$ cat config.mk
export PLATFORM = sky130hd
export DESIGN_NAME = ff_mb_sync_rx
export DESIGN_NICKNAME = d
export VERILOG_FILES = /design/src/rtl/ff_mb_sync_rx.sv
export SDC_FILE = /design/constraint.sdc
export NUM_CORES = 1
export LEC_CHECK = 0
export BUFFER_PORTS_ARGS = -buffer_cell sky130_fd_sc_hd__clkbuf_2
export CORE_ASPECT_RATIO = 0.5
export CORE_UTILIZATION = 50
export DETAILED_ROUTE_END_ITERATION = 8
export PLACE_DENSITY = 0.77
export SYNTH_ARGS = -nofsm -noshare
export SYNTH_HDL_FRONTEND = slang
export SYNTH_SLANG_ARGS = --single-unit
$ cat constraint.sdc
create_clock -name i_clk -period 2.35 [get_ports i_clk]
set_input_delay 0.235 -clock i_clk [delete_from_list [all_inputs] [get_ports i_clk]]
set_output_delay 0.235 -clock i_clk [all_outputs]
set_load 0.005 [all_outputs]
$ cat src/rtl/ff_mb_sync_rx.sv
`default_nettype none
// ============================================================================
// Module      : ff_mb_sync_rx
// Description : Destination-side endpoint for toggle-flag multibit crossings
//               from CHANNELS independent source domains. Each channel's
//               flag is synchronised and edge-detected. The source-held data
//               word is captured into a per-channel hold register. A toggle
//               ack is returned once the word has been pushed into a shared
//               FIFO. A round-robin arbiter picks one pending channel per
//               cycle.
// Ports       : i_clk, i_rst         destination clock, sync active-high reset
//               i_xfer_flag          per-channel async toggle from source
//               i_data               per-channel source-held data words
//               o_ack_flag           per-channel toggle ack to source
//               o_valid/o_data/o_chan FIFO head (data, channel) and valid
//               i_ready              consumer pops head on o_valid & i_ready
//               o_overflow           sticky per-channel protocol violation
// Revision    : 1.0 - initial release
// ============================================================================
module ff_mb_sync_rx #(
   parameter int DATA_W      = 16,
   parameter int CHANNELS    = 2,
   parameter int SYNC_STAGES = 2,
   parameter int FIFO_DEPTH  = 4
) (
   input  logic                                            i_clk,
   input  logic                                            i_rst,
   input  logic [CHANNELS-1:0]                             i_xfer_flag,
   input  logic [CHANNELS*DATA_W-1:0]                      i_data,
   output logic [CHANNELS-1:0]                             o_ack_flag,
   output logic                                            o_valid,
   output logic [DATA_W-1:0]                               o_data,
   output logic [((CHANNELS > 1) ? $clog2(CHANNELS) : 1)-1:0] o_chan,
   input  logic                                            i_ready,
   output logic [CHANNELS-1:0]                             o_overflow
);

   localparam int c_CHAN_W  = (CHANNELS > 1) ? $clog2(CHANNELS) : 1;
   localparam int c_ADDR_W  = $clog2(FIFO_DEPTH);
   localparam int c_ENTRY_W = c_CHAN_W + DATA_W;
   localparam logic [c_ADDR_W:0]   c_FULL     = FIFO_DEPTH[c_ADDR_W:0];
   localparam logic [c_CHAN_W-1:0] c_LAST_CH  = c_CHAN_W'(CHANNELS - 1);

   // Per-channel crossing state
   logic [SYNC_STAGES-1:0] r_sync [CHANNELS];
   logic [CHANNELS-1:0]    r_edge;
   logic [CHANNELS-1:0]    r_pend;
   logic [CHANNELS-1:0]    r_ack;
   logic [CHANNELS-1:0]    r_ovf;
   logic [DATA_W-1:0]      r_hold [CHANNELS];
   logic [CHANNELS-1:0]    w_tog;
   logic [CHANNELS-1:0]    w_gnt_vec;

   // Arbiter
   logic [c_CHAN_W-1:0]    r_rr;
   logic [c_CHAN_W-1:0]    w_gnt_idx;
   logic [c_CHAN_W-1:0]    w_rr_nxt;
   logic                   w_gnt_any;

   // Shared FIFO
   logic [c_ENTRY_W-1:0]   r_mem [FIFO_DEPTH];
   logic [c_ADDR_W-1:0]    r_wr;
   logic [c_ADDR_W-1:0]    r_rd;
   logic [c_ADDR_W:0]      r_cnt;
   logic                   w_push;
   logic                   w_pop;
   logic                   w_push_ok;

   // ------------------------------------------------------------------------
   // Flag edge detection and grant decode
   // ------------------------------------------------------------------------
   always_comb begin
      w_tog     = '0;
      w_gnt_vec = '0;
      for (int c = 0; c < CHANNELS; c++) begin
         w_tog[c]     = r_sync[c][SYNC_STAGES-1] ^ r_edge[c];
         w_gnt_vec[c] = w_push && (w_gnt_idx == c_CHAN_W'(c));
      end
   end

   // ------------------------------------------------------------------------
   // Synchronisers, capture, pending, ack and overflow
   // A grant always clears a pending word before a new toggle can set it,
   // because a grant requires pending to already be set.
   // ------------------------------------------------------------------------
   always_ff @(posedge i_clk) begin
      if (i_rst) begin
         for (int c = 0; c < CHANNELS; c++) begin
            r_sync[c] <= '0;
            r_hold[c] <= '0;
         end
         r_edge <= '0;
         r_pend <= '0;
         r_ack  <= '0;
         r_ovf  <= '0;
      end else begin
         for (int c = 0; c < CHANNELS; c++) begin
            r_sync[c] <= {r_sync[c][SYNC_STAGES-2:0], i_xfer_flag[c]};
            r_edge[c] <= r_sync[c][SYNC_STAGES-1];
            if (w_gnt_vec[c]) begin
               r_pend[c] <= 1'b0;
               r_ack[c]  <= ~r_ack[c];
            end
            if (w_tog[c]) begin
               if (r_pend[c]) begin
                  // Source toggled again before its previous word was acked;
                  // the new word is dropped and the held word kept.
                  r_ovf[c] <= 1'b1;
               end else begin
                  r_hold[c] <= i_data[c*DATA_W +: DATA_W];
                  r_pend[c] <= 1'b1;
               end
            end
         end
      end
   end

   // ------------------------------------------------------------------------
   // Round-robin arbiter: first pending channel at or after r_rr, wrapping.
   // Scanning from the farthest offset down lets the nearest one win.
   // ------------------------------------------------------------------------
   always_comb begin
      w_gnt_any = 1'b0;
      w_gnt_idx = '0;
      for (int i = CHANNELS - 1; i >= 0; i--) begin
         if (r_pend[(int'(r_rr) + i) % CHANNELS]) begin
            w_gnt_any = 1'b1;
            w_gnt_idx = c_CHAN_W'((int'(r_rr) + i) % CHANNELS);
         end
      end
   end

   assign w_rr_nxt = (w_gnt_idx == c_LAST_CH) ? '0 : w_gnt_idx + 1'b1;

   // ------------------------------------------------------------------------
   // Shared FIFO; a full FIFO still accepts a push when the head pops in the
   // same cycle.
   // ------------------------------------------------------------------------
   assign o_valid   = (r_cnt != '0);
   assign w_pop     = o_valid & i_ready;
   assign w_push_ok = (r_cnt != c_FULL) | w_pop;
   assign w_push    = w_gnt_any & w_push_ok;

   always_ff @(posedge i_clk) begin
      if (i_rst) begin
         r_wr  <= '0;
         r_rd  <= '0;
         r_cnt <= '0;
         r_rr  <= '0;
      end else begin
         if (w_push) begin
            r_wr <= r_wr + 1'b1;
            r_rr <= w_rr_nxt;
         end
         if (w_pop) begin
            r_rd <= r_rd + 1'b1;
         end
         case ({w_push, w_pop})
            2'b10:   r_cnt <= r_cnt + 1'b1;
            2'b01:   r_cnt <= r_cnt - 1'b1;
            default: r_cnt <= r_cnt;
         endcase
      end
   end

   // Storage carries no reset; entries are only visible through r_cnt.
   always_ff @(posedge i_clk) begin
      if (w_push) begin
         r_mem[r_wr] <= {w_gnt_idx, r_hold[w_gnt_idx]};
      end
   end

   assign o_data     = o_valid ? r_mem[r_rd][DATA_W-1:0]         : '0;
   assign o_chan     = o_valid ? r_mem[r_rd][c_ENTRY_W-1:DATA_W] : '0;
   assign o_ack_flag = r_ack;
   assign o_overflow = r_ovf;

endmodule
`default_nettype wire

**Yosys cells after proc, flatten, opt, wreduce, memory -nomap -nowiden**

Memory sizes are Yosys's and may differ from the RTL's. A register that Yosys moved wholly into a read port is not among the register bits.
Cells that the tools add are included.

- Output and inout port bits: 22
- Memories: 3
- Bits in writable memories: 104
- Register bits after elaboration: 16
- Bits of input ports: 37
- Word-level logic and storage cells: 81

Memory list:

| name | words | bits a word | read ports | clocked after memory_dff | write ports | line | source |
|---|---|---|---|---|---|---|---|
| r_mem | 4 | 17 | 1 | 1 | 1 | 61 | `logic [c_ENTRY_W-1:0] r_mem [FIFO_DEPTH];` |
| r_hold | 2 | 16 | 1 | 0 | 2 | 50 | `logic [DATA_W-1:0] r_hold [CHANNELS];` |
| r_sync | 2 | 2 | 2 | 0 | 2 | 45 | `logic [SYNC_STAGES-1:0] r_sync [CHANNELS];` |

- Muxes and demuxes: 38
- Order comparisons: 2
- $add $sub $neg: 6
- Reductions and logical operators: 6
- Bitwise gates (word level): 13
- Eq/ne operators: 3

Operators with widths:

| cell | number |
|---|---|
| $mux W16 | 3 |
| $mux W1 | 30 |
| $mux W2 | 4 |
| $pmux W3 S2 | 1 |
| $or A1 B1 Y1 | 5 |
| $add A2 B1 Y2 const B | 2 |
| $reduce_and A2 Y1 | 2 |
| $add A3 B1 Y3 const B | 1 |
| $lt A2 B3 Y1 const B | 1 |
| $ne A3 B3 Y1 const B | 1 |
| $not A1 Y1 | 3 |
| $reduce_bool A3 Y1 | 1 |
| $sub A3 B1 Y3 const B | 1 |
| $add A1 B1 Y1 const B | 2 |
| $and A1 B1 Y1 | 2 |
| $eq A2 B1 Y1 const B | 1 |
| $eq A2 B2 Y1 const B | 1 |
| $logic_and A1 B1 Y1 | 2 |
| $lt A1 B2 Y1 const B | 1 |
| $reduce_bool A2 Y1 | 1 |
| $xor A1 B1 Y1 | 2 |
| $and A1 B1 Y1 const A | 1 |

**Depth between registers and ports, before layout**

Gate-level depths: netlist of the first run.

- Depth in word-level cells: 12
- Depth in mapped cells: 7
- Gate-level depth less buffers: 6

**Worst setup path before layout of the first run**

OpenSTA, ideal clock, no wires.

- Kind: flip-flop to flip-flop
- Start: register r_cnt[0]
- End: register r_cnt[2]
- Stages on the path, launching flop included: 8
- Path buffers: 1
- Setup time: 132 ps
- Data required time: 2218 ps
- Setup slack: 296 ps
- Clock period less this slack: 2054 ps
- Data arrival time: 1921 ps
- Cells stage by stage: dfxtp_1 > or3_1 > clkbuf_1 > nand3_1 > fa_1 > or3_1 > a32oi_1 > a21oi_1

- Cells in the longest elaborated chain, start to end: 6
- Elaborated cells between the ends (all ways): 11
- Classes of those cells: add/sub (2); eq/ne (3); mux (1); bitwise (3); reduce/logical (2)

RTL lines:

| item | line | source |
|---|---|---|
| from (decl) | 64 | `logic [c_ADDR_W:0] r_cnt;` |
| from (signal assigned) | 159 | `2'b10: r_cnt <= r_cnt + 1'b1;` |
| from (signal assigned) | 160 | `2'b01: r_cnt <= r_cnt - 1'b1;` |
| from (signal assigned) | 161 | `default: r_cnt <= r_cnt;` |
| $reduce_bool A3 Y1 * | 139 | `assign o_valid = (r_cnt != '0);` |
| via o_valid | 31 | `output logic o_valid,` |
| $and A1 B1 Y1 * | 140 | `assign w_pop = o_valid & i_ready;` |
| $or A1 B1 Y1 | 141 | `assign w_push_ok = (r_cnt != c_FULL) \| w_pop;` |
| $and A1 B1 Y1 | 142 | `assign w_push = w_gnt_any & w_push_ok;` |
| $eq A2 B1 Y1 or $eq A2 B2 Y1 (tied branches) | 158 | `case ({w_push, w_pop})` |
| $pmux W3 S2 or $reduce_bool A2 Y1 (tied branches) | - |  |

The timed path passes the listed nets; every way through them passes the cells marked *.
A chain may end at the register's enable or synchronous reset.

==> results.json, run 1 <==
{
  "cpPeakStageDelay_ps": 590,
  "n_antenna_cell": 0,
  "area_growth_pct": 20.9,
  "worst_pin_slew_ps": 789,
  "post_cts_buffers": 0,
  "die_w_um": 143,
  "min_period_ps": 2160,
  "pwr_density_cell_mw_per_mm2": 1080,
  "die_area_mm2": 0.0104,
  "synthXorXnorAreaFrac": 0.0141,
  "die_height_um": 72.5,
  "tns_ps": 0,
  "synthCells": 300,
  "fin_area_mm2": 0.00601,
  "crit_type": "flop to output pin",
  "placed_area_mm2": 0.00540,
  "hp-start": "i_xfer_flag[1]",
  "hold_viol": 0,
  "vias": 2753,
  "synth_enable_flop_cells": 100,
  "viasPerCell": 5.30,
  "io_buffers": 58,
  "drive_gt1_frac": 0.339,
  "grt_pass1_wl_mm": 15.0,
  "yosys.area_share.adder": 0.0141,
  "cap_violations": 0,
  "synth_ff_type": "edfxtp_1",
  "core_mm2": 0.00954,
  "synth-seq-cells": 122,
  "yosysMostFrequentCell": "edfxtp_1",
  "finalSetupViolCount": 0,
  "slew_violations": 0,
  "antenna_found_initial": 0,
  "whs_ps": 40.0,
  "critPathArrivalTime_ps": 1920,
  "initial_utilization": 0.521,
  "slew_headroom": 0.474,
  "htree_levels": 4,
  "cts.sinks": 122,
  "setup.worst_path.end_class": "output pin",
  "grt_use_total": 0.208,
  "dr.first_iter.drc_count": 173,
  "crit_chain": "buf_4 > mux4_2 > and2_1 > clkbuf_2",
  "p_leak_nw": 2.26,
  "min_period_over_period": 0.917,
  "worst_skew_pair.late_latency_ps": 410,
  "yosys-top-cells-count": "100 x edfxtp_1, 53 x and2_1, 22 x dfxtp_1, 19 x nor2_1, 17 x mux4_2",
  "wl_per_cell_um": 18.6,
  "overflow": 0,
  "hold_buffers": 0,
  "hpwl_mm": 6.09,
  "yosys-top-cells-area": "edfxtp_1 60%, dfxtp_1 8.9%, mux4_2 7.7%",
  "status": "finished clean",
  "worst-path-buf-inv": 2,
  "crit_required_ps": 2120,
  "fmax_mhz": 464,
  "totalWireLength_mm": 9.65,
  "placementRows": 25,
  "yosys.area.top_type": "edfxtp_1",
  "synth_seq_area_share": 0.693,
  "reg2reg_from": "r_pend[1]",
  "place.gp.congestion": 0.714,
  "grt_max_degree": 33,
  "synth_top_family_by_area": "multiplexers",
  "dr.pass1.iters": 4,
  "cts_tree": "built",
  "grt_pass1_vias": 2852,
  "r2r_end": "r_cnt[2]",
  "ys_warn_count": 0,
  "io_pins": 59,
  "yosys.area_share.simple": 0.107,
  "cp-start-kind": "flop",
  "n_fill_cell": 697,
  "ctsResizeCount": 0,
  "multi_input_area_mm2": 0.00141,
  "crit_slowest_cell": "dfxtp_1",
  "r2r_slack_ps": 210,
  "syn_avg_cell_area_um2": 16.6,
  "async_flop_share": 0,
  "syn_nets": 342,
  "nNetsFinal": 413,
  "ff_latch_area_mm2": 0.00344,
  "worst_clock_skew_ps": 6.53,
  "yosysTopAreaCellShare": 0.604,
  "synth.area.mux_share": 0.118,
  "synth_compound_area_frac": 0.0294,
  "min_path_type": "primary input to flop",
  "netlist_area_mm2": 0.00497,
  "vdd_ir_drop_max_v": 0.000931,
  "clkTransAtPathRegs_ps": 60,
  "reg2reg_depth": 6,
  "drtAntennaViolNets": 0,
  "whs_endpoint": "r_sync[0][2]",
  "root_buffer": "clkbuf_16",
  "clk_path_buf_depth": 2,
  "synth_cell_type_count": 38,
  "cts_buffers": 17,
  "holdPathStages": 2,
  "path_max_fanout": 10,
  "rsz0062_at_grt": "false",
  "crit_family": "flip-flops",
  "remaining_drc_errors": 0
}
## routing by layer
metal  share of wire  global-route usage  vias up
met1            0.41               0.241     1400
met2            0.53               0.369       85
met4           0.014              0.0848        0
met3           0.052              0.0594       15
met5               0                   0        -
li1                -                   -     1253
## final cells by class
class                   instances  area share
well taps                     135      0.0281
repair buffers                 67      0.0595
flip-flops and latches        122       0.573
clock buffers                  18      0.0714
multi-input cells             156       0.234
inverters                       7     0.00437
clock inverters                14      0.0298
## registers in the layout (all words and copies together), names as in the netlist, named ones only
name and count:
r_wr 2, r_cnt 3, r_rr 1, r_edge 2
r_pend 2, o_ack_flag 2, r_hold 32, r_mem 68
r_rd 2, r_sync 4, o_overflow 2
## power by group
part / internal (W) / leakage [nW] / switching, W
clock: 0.00176 / 0.291 / 0.000904
combinational: 0.000577 / 0.825 / 0.000615
sequential: 0.00254 / 1.14 / 0.0000940
total: 0.00488 / 2.26 / 0.00161
## through the flow
stage / util / std cells / total power, W / setup slack (ps)
5_1_grt: 0.630 / 519 / 0.00675 / 83.8
2_1_floorplan: - / 300 / 0.00346 / 296
3_5_place_dp: 0.566 / 487 / 0.00389 / 254
6_report: 0.630 / 519 / 0.00649 / 194
4_1_cts: 0.630 / 519 / 0.00655 / 135
3_3_place_gp: 0.566 / 487 / 0.00383 / 403
## worst max path at each step
stage	startpoint	to	slack [ps]	depth (start not counted)
2_1_floorplan	r_cnt[0]	r_cnt[2]	300	7
3_3_place_gp	r_pend[1]	r_cnt[2]	400	6
3_5_place_dp	r_pend[1]	r_cnt[2]	250	6
4_1_cts	flop	o_data[4]	130	4
5_1_grt	flop	o_data[4]	80	4
6_report	flop	o_data[2]	190	4
## placed cells by master, fill, tap and decap left out, types with 3 or more instances in the layout
| master | instances |
|---|---|
| clkinvlp_4 | 3 |
| and2_1 | 53 |
| a21o_1 | 3 |
| inv_1 | 5 |
| clkbuf_16 | 17 |
| bufinv_16 | 4 |
| buf_4 | 9 |
| ha_1 | 4 |
| clkbuf_2 | 58 |
| edfxtp_1 | 100 |
| clkinv_2 | 4 |
| nor2b_1 | 6 |
| mux2_2 | 7 |
| mux4_2 | 17 |
| nand3_1 | 3 |
| dfxtp_1 | 22 |
| mux2_1 | 11 |
| nor2_1 | 19 |
| a21oi_1 | 5 |
| xor2_1 | 6 |
## logic make-up (layout without fill, tap and decap cells)
family,Yosys count,count (layout)
flip-flops,122,122
XOR/XNOR,8,8
adder cells (fa/ha/maj),5,5
AO/OA/AOI/OAI,17,17
multiplexers,35,35
buffers and inverters,22,106
AND/OR/NAND/NOR,91,91
(Power assumes the default switching activity.)
==> inputs of run 2 (changes only) <==
--- a/config.mk
+++ b/config.mk
@@ -7,9 +7,11 @@
 export LEC_CHECK = 0
 export BUFFER_PORTS_ARGS = -buffer_cell sky130_fd_sc_hd__clkbuf_2
 export CORE_ASPECT_RATIO = 0.5
+export CORE_MARGIN = 10
 export CORE_UTILIZATION = 50
 export DETAILED_ROUTE_END_ITERATION = 8
 export PLACE_DENSITY = 0.77
+export RECOVER_POWER = 100
 export SYNTH_ARGS = -nofsm -noshare
 export SYNTH_HDL_FRONTEND = slang
 export SYNTH_SLANG_ARGS = --single-unit
==> run 2 against run 1 <==
Flip-flop and latch count is the same. Global-route usage shrank 6.9 points. Non-clock buffer count grew 1. Wire length grew 0.59%. Clock skew shrank 2.3 ps. Largest power group is now registers. Critical path depth is the same. Fmax shrank 3.6%. Via count shrank 3.5%. Sequential power is essentially flat. Critical path type is now flop to flop.
==> results.json, run 2 (synthesis gave the netlist of run 1 again) <==
{
  "finalSetupViolCount": 0,
  "totalWireLength_mm": 9.71,
  "layout_common_cells": "100 x edfxtp_1, 50 x clkbuf_2, 29 x and2_0",
  "whs_ps": 32.5,
  "core_mm2": 0.00957,
  "die_w_um": 161,
  "fmax_mhz": 447,
  "r2r_slack_ps": 110,
  "worst_skew_pair.late_latency_ps": 410,
  "htree_levels": 4,
  "nNetsFinal": 414,
  "crit_required_ps": 2390,
  "dr.first_iter.drc_count": 213,
  "ff_latch_area_mm2": 0.00344,
  "n_antenna_cell": 0,
  "cts_buffers": 17,
  "cap_violations": 0,
  "viasPerCell": 5.12,
  "combPwrFrac": 0.186,
  "hold_viol": 0,
  "grt_max_degree": 33,
  "crit_type": "flop to flop",
  "power_frac_clock": 0.388,
  "placementRows": 25,
  "drtAntennaViolNets": 0,
  "slew_violations": 0,
  "worst_clock_skew_ps": 4.25,
  "largest_reg_flops": 68,
  "hpwl_mm": 6.27,
  "grt_pass1_wl_mm": 15.5,
  "status": "finished clean",
  "io_buffers": 58,
  "grt_pass1_vias": 2918,
  "largest-register": "r_mem",
  "cts_tree": "built",
  "pwr_density_cell_mw_per_mm2": 1050,
  "cts.sinks": 122,
  "root_buffer": "clkbuf_16",
  "multi_input_area_mm2": 0.00137,
  "cp-start-kind": "flop",
  "die_height_um": 90.5,
  "min_period_ps": 2240,
  "n_fill_cell": 727,
  "place.gp.congestion": 0.765,
  "die_area_mm2": 0.0146,
  "remaining_drc_errors": 0,
  "p_leak_nw": 2.15,
  "antenna_found_initial": 0,
  "setup.worst_path.end_class": "flop",
  "hold_buffers": 0,
  "vdd_ir_drop_max_v": 0.000855,
  "post_cts_buffers": 0,
  "dr.pass1.iters": 4,
  "critPathArrivalTime_ps": 2280,
  "p_switching_w": 0.00156,
  "worst_pin_slew_ps": 1070,
  "min_period_over_period": 0.952,
  "slew_headroom": 0.284,
  "drive_gt1_frac": 0.253,
  "io_pins": 59,
  "wl_per_cell_um": 18.7,
  "vias": 2657,
  "min_path_type": "primary input to flop",
  "grt_use_total": 0.139,
  "mostFrequentLayoutCell": "edfxtp_1",
  "p_int_w": 0.00460,
  "path_max_fanout": 17,
  "ctsResizeCount": 0,
  "area_growth_pct": 18.2,
  "initial_utilization": 0.519,
  "tns_ps": 0,
  "p_seq_frac": 0.426,
  "clk_path_buf_depth": 2,
  "rsz0062_at_grt": "false",
  "clkTransAtPathRegs_ps": 50,
  "overflow": 0,
  "switching_share": 0.253,
  "reg_top3": "r_mem x68, r_hold x32, r_sync x4"
}
run 2: path summary, 6_finish.rpt:
path                                endpoint  depth (start not counted)      startpoint
worst max register to register   r_mem[3][2]                          4        r_cnt[2]
worst min-delay path            r_sync[0][2]                          2  i_xfer_flag[1]
worst min register to register  r_sync[0][1]                          1    r_sync[0][0]
worst max-delay path             r_mem[3][2]                          4        r_cnt[2]
run 2: cell type report:
type                            instances  area share
Inverter                                7     0.00447
Multi-Input combinational cell        156       0.233
Timing Repair Buffer                   68      0.0566
Clock buffer                           19      0.0736
Clock inverter                         12      0.0183
Tap cell                              135      0.0287
Sequential cell                       122       0.586
run 2: per-stage QoR:
| step | total power [W] | worst slack [ps] | util | cell area (um^2) | cells |
|---|---|---|---|---|---|
| finish | 0.00616 | 113 | 0.614 | 5880 | 519 |
| global route | 0.00645 | 49.8 | 0.614 | 5880 | 519 |
| CTS | 0.00628 | 131 | 0.622 | 5950 | 519 |
| detailed placement | 0.00390 | 318 | 0.565 | 5410 | 488 |
| global placement | 0.00385 | 405 | 0.565 | 5410 | 488 |
| floorplan | 0.00346 | 296 | - | 4970 | 300 |
run 2: power by group through the flow:
| stage | logic, W | registers (W) | clock network [W] |
|---|---|---|---|
| after floorplan | 0.000821 | 0.00264 | 0 |
| after global placement | 0.00120 | 0.00265 | 0 |
| after detailed placement | 0.00124 | 0.00267 | 0 |
| after CTS | 0.00124 | 0.00263 | 0.00241 |
| after global routing | 0.00128 | 0.00264 | 0.00253 |
| final | 0.00115 | 0.00262 | 0.00239 |
run 2: layer usage:
metal / global-route usage / part of all wire / wire [um]
met1: 0.152 / 0.41 / 3990
met2: 0.242 / 0.53 / 5110
met3: 0.0496 / 0.049 / 472
met4: 0.0535 / 0.015 / 142
met5: 0 / 0 / 0
run 2: critical path, stage by stage (launching register included):
cell and delay (ps):
dfxtp_1 410, nor4b_1 630, nor2_1 230, and2_0 220
clkbuf_2 370
